File: src/rtl/traffic_light_ctrl.sv
// Two-road (main/side) traffic signal controller: timed phases with all-red
// clearance, demand-driven side service and a flashing night mode.
module traffic_light_ctrl #(
  parameter int CNT_W        = 7,
  parameter int MAIN_MIN_CYC = 20,
  parameter int SIDE_GRN_CYC = 10,
  parameter int YELLOW_CYC   = 4,
  parameter int ALL_RED_CYC  = 2,
  parameter int FLASH_CYC    = 8
) (
  input  logic             clk,
  input  logic             rst,
  input  logic             side_req,
  input  logic             night_mode,
  output logic             main_signal_red,
  output logic             main_signal_yellow,
  output logic             main_signal_green,
  output logic             side_signal_red,
  output logic             side_signal_yellow,
  output logic             side_signal_green,
  output logic [2:0]       phase,
  output logic [CNT_W-1:0] count_remaining
);

  typedef enum logic [2:0] {
    MAIN_GRN = 3'd0,
    MAIN_YEL = 3'd1,
    ALL_RED1 = 3'd2,
    SIDE_GRN = 3'd3,
    SIDE_YEL = 3'd4,
    ALL_RED2 = 3'd5,
    FLASH    = 3'd6
  } state_t;

  localparam logic [CNT_W-1:0] CNT_ZERO   = {CNT_W{1'b0}};
  localparam logic [CNT_W-1:0] CNT_ONE    = CNT_W'(32'sd1);
  localparam logic [CNT_W-1:0] MAIN_LOAD  = CNT_W'(MAIN_MIN_CYC - 32'sd1);
  localparam logic [CNT_W-1:0] SIDE_LOAD  = CNT_W'(SIDE_GRN_CYC - 32'sd1);
  localparam logic [CNT_W-1:0] YEL_LOAD   = CNT_W'(YELLOW_CYC - 32'sd1);
  localparam logic [CNT_W-1:0] AR_LOAD    = CNT_W'(ALL_RED_CYC - 32'sd1);
  localparam logic [CNT_W-1:0] FLASH_LOAD = CNT_W'(FLASH_CYC - 32'sd1);

  // Lamp vector order: {main red, main yellow, main green, side red, side yellow, side green}
  localparam logic [5:0] LAMPS_ALL_RED = 6'b100_100;

  state_t           state;
  state_t           state_next;
  logic [CNT_W-1:0] count;
  logic [CNT_W-1:0] count_next;
  logic             toggle;
  logic             toggle_next;
  logic             req_latch;
  logic             req_latch_next;
  logic             night_pend;
  logic             night_pend_next;
  logic [5:0]       lamps;

  function automatic logic [5:0] lamp_decode(input state_t s, input logic t);
    logic [5:0] l;
    case (s)
      MAIN_GRN: l = 6'b001_100;
      MAIN_YEL: l = 6'b010_100;
      SIDE_GRN: l = 6'b100_001;
      SIDE_YEL: l = 6'b100_010;
      ALL_RED1: l = LAMPS_ALL_RED;
      ALL_RED2: l = LAMPS_ALL_RED;
      FLASH:    l = {1'b0, t, 1'b0, t, 2'b00};
      default:  l = LAMPS_ALL_RED;
    endcase
    return l;
  endfunction

  // Next-state, countdown, sensor latch and pending-night logic.
  always_comb begin
    state_next      = state;
    count_next      = (count != CNT_ZERO) ? (count - CNT_ONE) : CNT_ZERO;
    toggle_next     = toggle;
    req_latch_next  = req_latch | (side_req & (state != SIDE_GRN));
    night_pend_next = night_pend;
    case (state)
      MAIN_GRN: begin
        if (count != CNT_ZERO) begin
          state_next = MAIN_GRN;
        end else if (night_mode) begin
          // Night takes priority over a waiting side-road vehicle.
          state_next      = MAIN_YEL;
          count_next      = YEL_LOAD;
          night_pend_next = 1'b1;
        end else if (req_latch) begin
          state_next = MAIN_YEL;
          count_next = YEL_LOAD;
        end else begin
          state_next = MAIN_GRN;
        end
      end
      MAIN_YEL: begin
        if (count == CNT_ZERO) begin
          state_next = ALL_RED1;
          count_next = AR_LOAD;
        end else begin
          state_next = MAIN_YEL;
        end
      end
      ALL_RED1: begin
        if (count == CNT_ZERO) begin
          if (night_pend) begin
            state_next      = FLASH;
            count_next      = FLASH_LOAD;
            toggle_next     = 1'b1;
            night_pend_next = 1'b0;
          end else begin
            state_next     = SIDE_GRN;
            count_next     = SIDE_LOAD;
            req_latch_next = 1'b0;
          end
        end else begin
          state_next = ALL_RED1;
        end
      end
      SIDE_GRN: begin
        if (count == CNT_ZERO) begin
          state_next = SIDE_YEL;
          count_next = YEL_LOAD;
        end else begin
          state_next = SIDE_GRN;
        end
      end
      SIDE_YEL: begin
        if (count == CNT_ZERO) begin
          state_next = ALL_RED2;
          count_next = AR_LOAD;
        end else begin
          state_next = SIDE_YEL;
        end
      end
      ALL_RED2: begin
        if (count == CNT_ZERO) begin
          state_next = MAIN_GRN;
          count_next = MAIN_LOAD;
        end else begin
          state_next = ALL_RED2;
        end
      end
      FLASH: begin
        if (!night_mode) begin
          state_next = ALL_RED2;
          count_next = AR_LOAD;
        end else if (count == CNT_ZERO) begin
          count_next  = FLASH_LOAD;
          toggle_next = ~toggle;
        end else begin
          state_next = FLASH;
        end
      end
      default: begin
        state_next  = ALL_RED2;
        count_next  = AR_LOAD;
        toggle_next = 1'b0;
      end
    endcase
  end

  // State/counter registers; lamps are decoded from the next state so they line up with phase.
  always_ff @(posedge clk) begin
    if (rst) begin
      state      <= ALL_RED2;
      count      <= AR_LOAD;
      toggle     <= 1'b0;
      req_latch  <= 1'b0;
      night_pend <= 1'b0;
      lamps      <= LAMPS_ALL_RED;
    end else begin
      state      <= state_next;
      count      <= count_next;
      toggle     <= toggle_next;
      req_latch  <= req_latch_next;
      night_pend <= night_pend_next;
      lamps      <= lamp_decode(state_next, toggle_next);
    end
  end

  assign {main_signal_red, main_signal_yellow, main_signal_green,
          side_signal_red, side_signal_yellow, side_signal_green} = lamps;
  assign phase           = state;
  assign count_remaining = count;

  a_one_lamp_per_road: assert property (@(posedge clk) disable iff (rst)
    (state != FLASH) |-> ($onehot(lamps[5:3]) && $onehot(lamps[2:0])));

  a_no_cross_conflict: assert property (@(posedge clk) disable iff (rst)
    !((lamps[4] | lamps[3]) && (lamps[1] | lamps[0])));

  a_main_green_entry: assert property (@(posedge clk) disable iff (rst)
    (lamps[3] && !$past(lamps[3])) |-> !($past(lamps[4]) || $past(lamps[1]) || $past(lamps[0])));

  a_side_green_entry: assert property (@(posedge clk) disable iff (rst)
    (lamps[0] && !$past(lamps[0])) |-> !($past(lamps[1]) || $past(lamps[4]) || $past(lamps[3])));

endmodule

File: config.mk
export PLATFORM = sky130hd
export DESIGN_NAME = traffic_light_ctrl
export DESIGN_NICKNAME = d
export VERILOG_FILES = /design/src/rtl/traffic_light_ctrl.sv
export SDC_FILE = /design/constraint.sdc
export NUM_CORES = 1
export LEC_CHECK = 0
export ABC_AREA = 1
export BUFFER_PORTS_ARGS = -buffer_cell sky130_fd_sc_hd__buf_2
export CAP_MARGIN = 20
export CORE_MARGIN = 2
export CORE_UTILIZATION = 30
export CTS_BUF_LIST = sky130_fd_sc_hd__clkbuf_4 sky130_fd_sc_hd__clkbuf_8
export DETAILED_ROUTE_END_ITERATION = 8
export PLACE_DENSITY = 0.46
export SYNTH_ARGS = -nofsm -noshare
export SYNTH_HDL_FRONTEND = slang
export SYNTH_SLANG_ARGS = --single-unit
File: constraint.sdc
create_clock -name clk -period 3.7 [get_ports clk]
set_clock_uncertainty 0.1 [all_clocks]
set_input_delay 0.37 -clock clk [delete_from_list [all_inputs] [get_ports clk]]
set_output_delay 0.37 -clock clk [all_outputs]
set_load 0.01 [all_outputs]
# --- After elaboration in Yosys (flattened, before gate mapping) ---
# Cells that the tools add are included.
classes:
  n_bitwise: 3
  n_reduce_logical: 8
  addsub: 1
  eq_ne: 14
  mux: 37
ops:
  columns: ["cell", "n"]
  rows:
  - ["7-bit two-way mux", 10]
  - ["7-bit one-hot mux with 6 select lines", 1]
  - ["6-bit one-hot mux with 5 select lines", 1]
  - ["3-bit one-hot mux with 7 select lines", 1]
  - ["3-bit two-way mux", 6]
  - ["3-bit equality test, second input constant", 5]
  - ["1-bit two-way mux", 14]
  - ["3-bit by 2-bit equality test with 1-bit output, second input constant", 3]
  - ["7-bit zero test", 1]
  - ["7-bit nonzero test", 1]
  - ["7-bit by 1-bit subtractor with 7-bit output, second input constant", 1]
  - ["3-bit by 1-bit equality test with 1-bit output, second input constant", 2]
  - ["3-bit zero test", 2]
  - ["2-bit != test, second input constant", 3]
  - ["5-bit OR reduction", 1]
  - ["4-bit two-way mux", 1]
  - ["4-bit AND reduction", 1]
  - ["3-bit by 2-bit != test with 1-bit output, second input constant", 1]
  - ["1-bit one-hot mux with 3 select lines", 1]
  - ["2-bit two-way mux", 1]
  - ["1-bit one-hot mux with 2 select lines", 1]
  - ["2-bit nonzero test", 1]
  - ["2-bit OR reduction", 1]
  - ["1-bit bitwise AND", 1]
  - ["2 further kinds", 2]
totals:
  output_inout_bits: 16
  reg_bits: 19
  wordCells: 69

# --- Depth between registers and ports, before layout ---
# Gate-level depths: netlist of the first run.
depth:
  word_depth: 6
  ltp_mapped: 13
  ltp_nobuf: 13

# --- Worst setup path after synthesis of the first run ---
# Ideal clock, no wire load.
synth_path:
  path_type: "flip-flop to flip-flop"
  startpoint: "register count[0] (netlist: count_remaining[0])"
  endpoint: "register lamps[5]"
  arrival_time_ps: 1561
  setup_time_ps: 117
  stages_incl_launch_ff: 14
  path_buffers: 0
  synth_period_minus_slack_ps: 1778
  path_slack_ps: 1922
  path_cell_list: "dfxtp_1 inv_1 ha_1 inv_2 nor2_4 nand3_4 nand2_1 nand2_1 nor2_2 nand2_4 nor2_4 inv_2 o21bai_1 nand2_1"
synth_between:
  elab_chain_cells: 6
  word_cells_on_any_way: 17
  classes_between: "4 x eq/ne; 10 x mux; 3 x reduce/logical"
synth_rtl:
  columns: ["item", "line", "rtl"]
  rows:
  - ["from (decl)", "48", "logic [CNT_W-1:0] count;"]
  - ["from (signal assigned)", "174", "count <= count_next;"]
  - ["7-bit zero test", null, null]
  - ["3-bit two-way mux", "148", "end else if (count == CNT_ZERO) begin"]
  - ["3-bit two-way mux", "145", "if (!night_mode) begin"]
  - ["3-bit one-hot mux with 7 select lines *", "80", "case (state)"]
  - ["3-bit equality test, or another cell as far along", "60", "case (s)"]
  - ["6-bit one-hot mux with 5 select lines *", "60", null]
  - ["to (signal assigned)", "178", "lamps <= lamp_decode(state_next, toggle_next);"]
  - ["to (decl)", "56", "logic [5:0] lamps;"]
# Every way passes the cells marked *; elsewhere a longest branch is shown, timed or not.
# A chain may end at the register's enable or synchronous reset.

# --- Worst setup path after layout of the first run ---
# Ends and elaborated chain as after synthesis.

==> results of run 1 <==
## worst paths after layout
path                             end  slack [ns]  cells past startpoint
setup / recovery            lamps[5]        1.74                     13
hold / removal              lamps[4]        0.30                      2
setup reg to reg            lamps[5]        1.74                     13
hold reg to reg   count_remaining[6]        0.41                      2
## cell families after synthesis
group / Yosys count
simple gates: 79
compound gates: 23
fa+ha+maj: 1
flops: 19
xor+xnor: 3
buf+inv: 25
## cell usage after synthesis (all sizes together)
cell type and count:
nand3 13, o31a 1, nor4 1, buf 1, nand2 31, ha 1
nor3 8, o21ai 5, clkbuf 1, xor2 2, nand4 1, inv 23
o2111ai 1, a211oi 2, a32o 1, xnor2 1, o21bai 2, dfxtp 19
a21oi 9, a2111oi 1, a31oi 1, nor2 25
## area by class of cell
cell class                 count  area [µm²]
fill                         418        2320
tap                           48        60.1
timing repair buffer          19        95.1
inverter                      23        86.3
clock buffer                   3        41.3
clock inverter                 1        5.00
sequential                    19         380
multi-input combinational    106         644
## cell usage in the layout, fill, tap and decap left out, drive strengths merged
cell / n
a2111oi: 1
a211oi: 2
a21oi: 9
a31oi: 1
a32o: 1
buf: 19
clkbuf: 3
clkinv: 1
dfxtp: 19
ha: 1
inv: 23
nand2: 31
nand3: 13
nand4: 1
nor2: 25
nor3: 8
nor4: 1
o2111ai: 1
o21ai: 5
o21bai: 2
o31a: 1
xnor2: 1
xor2: 2
## critical path, cell delays in order, from the launching register on
cell	delay [ns]
dfxtp_1	0.31
inv_1	0.09
ha_1	0.24
inv_2	0.07
nor2_4	0.11
nand3_4	0.14
nand2_1	0.13
nand2_1	0.08
nor2_2	0.16
nand2_4	0.09
nor2_4	0.11
inv_2	0.04
o21bai_1	0.11
nand2_1	0.06
## registers in the layout, indices dropped and copies added, names as in the netlist
register,count
count_remaining,7
lamps,6
req_latch,1
phase,3
toggle,1
night_pend,1
## through the flow
stage                     instances  area, µm²
after global placement          215       1270
after CTS                       219       1310
final                           219       1310
after global routing            219       1310
after floorplan                 150       1130
after detailed placement        215       1270
## per-layer routing
metal,part of all wire,track usage,vias up
li1,-,-,533
met3,0.044,0.0360,6
met4,0.028,0.0573,0
met5,0,0,-
met1,0.45,0.173,483
met2,0.48,0.231,27
## power by group
part	total [µW]	internal (µW)	leakage, µW	switching [µW]
logic	629	226	0.000432	403
registers	322	264	0.000156	57.8
clock network	146	74.9	0.0000255	71.5
==> out/metrics.yaml, run 1 <==
yosys.area_share.simple: 0.411
cts_buffer_depth: 2
ant_nets: 0
hold_slack_ns: 0.301
tritoncts: "built"
synthXorXnorAreaFrac: 0.0233
status: "completed"
grt_max_degree: 14
path_max_fanout: 9
end_kind: "flip-flop"
finalMaxSlewViolations: 0
drv_cap: 0
synth_nets: 155
critPathLaunchType: "flip-flop"
synthMuxAreaShare: 0
die-height_um: 65.3
fin_crit_sh: 0.531
ir_drop_v: 0.000369
rows: 22
wl_per_cell_um: 12.4
drt-total-wl_um: 2720
min_from: "rst"
hpwl_um: 2140
cts_root_buffer: "clkbuf_8"
avgViaCountPerCell: 4.79
initial_core_util: 0.310
synth.top_cells.by_area: "dfxtp_1 (34%), nor2_4 (9.0%), nand2_1 (7.3%)"
grt-ovfl-total: 0
dr.pass1.iters: 5
ys_seq_area_frac: 0.338
syn_area_um2: 1130
grt_pass1_vias: 1006
drc_errors: 0
post-place-ws_ns: 1.73
clk_pin_slew_ns: 0.07
yosys.area.top_type: "dfxtp_1"
io_pins: 20
synthCells: 150
critPathLaunch: "count_remaining[0]"
antenna_cells: 0
finalSetupTns_ns: 0
worst_slew_pin_slew_ns: 0.333
vias: 1049
synth_compound_area_frac: 0.127
antenna_found_initial: 0
max_freq_mhz: 509
hold_violations: 0
synth_top_family_by_area: "simple AND/OR/NAND/NOR gates"
die_w_um: 65.3
htree_levels: 1
gp_congestion: 0.828
power.total_uw: 1100
p_leak_uw: 0.000613
hold_buffers: 0
ys_seq_elements: 19
worst_ep_arrival_time_ns: 2.02
io_buffers: 19
core_um2: 3630
grt_pass1_wl_um: 4620
syn2layout_area_growth_pct: 16.6
slew_headroom: 0.772
clkLatencyLatePin_ns: 0.26
yosys.area.top_type_share: 0.338
finalNetCount: 177
clock_sinks: 19
cp.required_ns: 3.75
synth_fa_ha_area_frac: 0.0111
critPathKind: "flip-flop to flip-flop"
ys_types: 30
rsz0062_at_grt: "no"
cts_setup_buffers: 0
final-setup-viol-count: 0
drt_iter0_markers: 40
grtUsageTotal: 0.140
drive_above_1_share: 0.304
r2r_start: "count_remaining[0]"
ctsResizeCount: 0
p_per_area_nw_per_um2: 836
ys.warnings.count: 0
syn_area_per_cell_um2: 7.51
numCtsBuffers: 3
fin_crit_ns: 1.96
final_util: 0.361
dieArea_um2: 4260
hold_path.class: "primary input to flip-flop"
setup_slack_ns: 1.74
Power figures use the tool's default switching activity.
==> run 2: changes to the inputs <==
==> constraint.sdc (replaced) <==
create_clock -name clk -period 2 [get_ports clk]
set_clock_uncertainty 0.1 [all_clocks]
set_input_delay 0.2 -clock clk [delete_from_list [all_inputs] [get_ports clk]]
set_output_delay 0.2 -clock clk [all_outputs]
set_load 0.01 [all_outputs]
==> out/metrics.yaml, run 2 (synthesis results as in run 1) <==
worst_slew_pin_slew_ns: 0.405  # +0.0727 ns
path_cells: "inv_1 -> ha_4 -> inv_2 -> nor2_4 -> nand3_4 -> nand2_1 -> nand2_1 -> nor2_4 -> nand2_4 -> nor2_4 -> inv_2 -> o21bai_1 -> nand2_1"
end_kind: "flip-flop"
min_path_cells: 2  # unchanged
r2r-end: "lamps[5]"
finalNetCount: 180  # +1.7%
wl_per_cell_um: 12.4  # -0.12%
initial_core_util: 0.310  # unchanged
final_cell_mix: "nand2_1 (22), dfxtp_1 (19), buf_2 (19), inv_1 (18), nor2_1 (13)"
ff2ff_setup_slack_ns: 0.17  # -1.56 ns
clk_pin_slew_ns: 0.07  # about the same
drv_cap: 0  # unchanged
fillers: 409  # -2.2%
grt_pass1_vias: 1026  # +2.0%
hold_path.class: "primary input to flip-flop"
crit_family: "simple AND/OR/NAND/NOR gates"
antenna_cells: 0  # unchanged
fin_crit_ns: 1.83  # -0.135 ns
vias: 1033  # -1.5%
drt_iter0_markers: 43  # +7.5%
cp.required_ns: 2.05  # -1.70 ns
min_from: "rst"
met3_usage: 0.0411  # +0.00514
critPathLaunchType: "flip-flop"
io_buffers: 19  # unchanged
setup_slack_ns: 0.171  # -1.56 ns
grt_pass1_wl_um: 4740  # +2.7%
crit_buf_inv: 3  # unchanged
grt_max_degree: 11  # -3
max_freq_mhz: 547  # +7.4%
gp_congestion: 0.884  # +6.8%
clkLatencyLatePin_ns: 0.25  # about the same
avgViaCountPerCell: 4.65  # -2.9%
critical_path.max_stage_delay_ns: 0.31  # about the same
p_per_area_nw_per_um2: 1580  # +89%
die_w_um: 65.3  # unchanged
grtUsageTotal: 0.144  # +0.00423
finalSetupTns_ns: 0  # unchanged
ir_drop_v: 0.000515  # +40%
hold_violations: 0  # unchanged
grtUsageMet2: 0.250  # +0.0191
path_max_fanout: 8  # -1
cp_slowest_cell: "dfxtp_1"
cts_buffer_depth: 2  # unchanged
grt_util_met1: 0.174  # +0.000689
tritoncts: "built"
critPathKind: "flip-flop to flip-flop"
dr.pass1.iters: 4  # -1
largest_reg_flops: 7  # unchanged
rsz0062_at_grt: "no"
worst_ep_arrival_time_ns: 1.88  # -0.14 ns
numCtsBuffers: 3  # unchanged
grt-ovfl-total: 0  # unchanged
hpwl_um: 2170  # +1.7%
finalMaxSlewViolations: 0  # unchanged
fin_crit_sh: 0.914  # +0.383
cts_root_buffer: "clkbuf_8"
ant_nets: 0  # unchanged
r2r_start: "count_remaining[0]"
drc_errors: 0  # unchanged
core_um2: 3630  # unchanged
status: "completed"
antenna_found_initial: 0  # unchanged
slew_headroom: 0.728  # -0.0448
drive_above_1_share: 0.322  # +0.0177
r2r_cells: 13  # unchanged
final-setup-viol-count: 0  # unchanged
htree_levels: 1  # unchanged
gr-max-usage-layer: "met2"
rows: 22  # unchanged
drt-total-wl_um: 2760  # +1.2%
die-height_um: 65.3  # unchanged
holdPathEnd: "lamps[4]"
syn2layout_area_growth_pct: 20.8
clock_sinks: 19  # unchanged
io_pins: 20  # unchanged
p_leak_uw: 0.000630  # +2.7%
post-place-ws_ns: 0.0861  # -1.64 ns
final_common_cell: "nand2_1"
dieArea_um2: 4260  # unchanged
## run 2: changes by cell type in the layout (fill, tap and decap cells not counted)
cell	before	now
nor2_2	3	1
ha_4	0	1
ha_1	1	0
buf_4	0	3
clkbuf_4	0	1
nor2_4	9	11
clkinv_2	1	0
## run 2: per-stage QoR
stage                     utilization  hold slack (ns)  total power, µW  cells  cell area, µm²
after floorplan                     -            0.291             1510    150            1130
after global placement          0.353            0.393             1800    217            1280
after detailed placement        0.353            0.402             1800    217            1280
after CTS                       0.366            0.124             2100    221            1330
after global routing            0.374            0.140             2340    222            1360
final                           0.374            0.130             2140    222            1360
## run 2: worst reg2reg max path, stage by stage, from the launching register on
cell and delay, ns:
dfxtp_1 0.31, inv_1 0.13, ha_4 0.18, inv_2 0.05, nor2_4 0.10, nand3_4 0.12, nand2_1 0.12, nand2_1 0.10
nor2_4 0.12, nand2_4 0.08, nor2_4 0.11, inv_2 0.04, o21bai_1 0.11, nand2_1 0.05
## run 2: final cells by class
cell class,count,area (µm²),share of cell area
Clock buffer,4,48.8,0.0359
Inverter,23,86.3,0.0635
Tap cell,48,60.1,0.0442
Multi-Input combinational cell,106,667,0.490
Sequential cell,19,380,0.280
Timing Repair Buffer,22,118,0.0865
## run 2: metal layers
metal  share of wire  wire length [µm]  vias to the layer above
li1                -                 -                      541
met5               0                 0                        -
met2            0.50              1370                       18
met4          0.0069                19                        0
met1            0.46              1270                      472
met3           0.037               103                        2
## run 2: worst max-delay path by stage
stage	slack (ns)	depth (start not counted)	end	start
after global routing	0.02	12	lamps[4]	count_remaining[0]
after global placement	0.16	12	lamps[2]	count_remaining[0]
final	0.17	13	lamps[5]	count_remaining[0]
after CTS	0.07	13	lamps[5]	count_remaining[0]
after detailed placement	0.09	13	lamps[5]	count_remaining[0]
after floorplan	0.22	13	lamps[5]	count_remaining[0]
## run 2: power by group
part,switching (µW),total (µW),internal [µW],leakage [µW]
combinational,786,1280,489,0.000448
sequential,99.3,589,489,0.000156
clock,126,281,155,0.0000262
## run 2: repair_timing
item / 4_1_cts / 5_1_grt
endpoints found under the setup margin: 0 / 5
setup buffers: 0 / 1
hold buffers: 0 / 0
gates resized for setup: 0 / 4
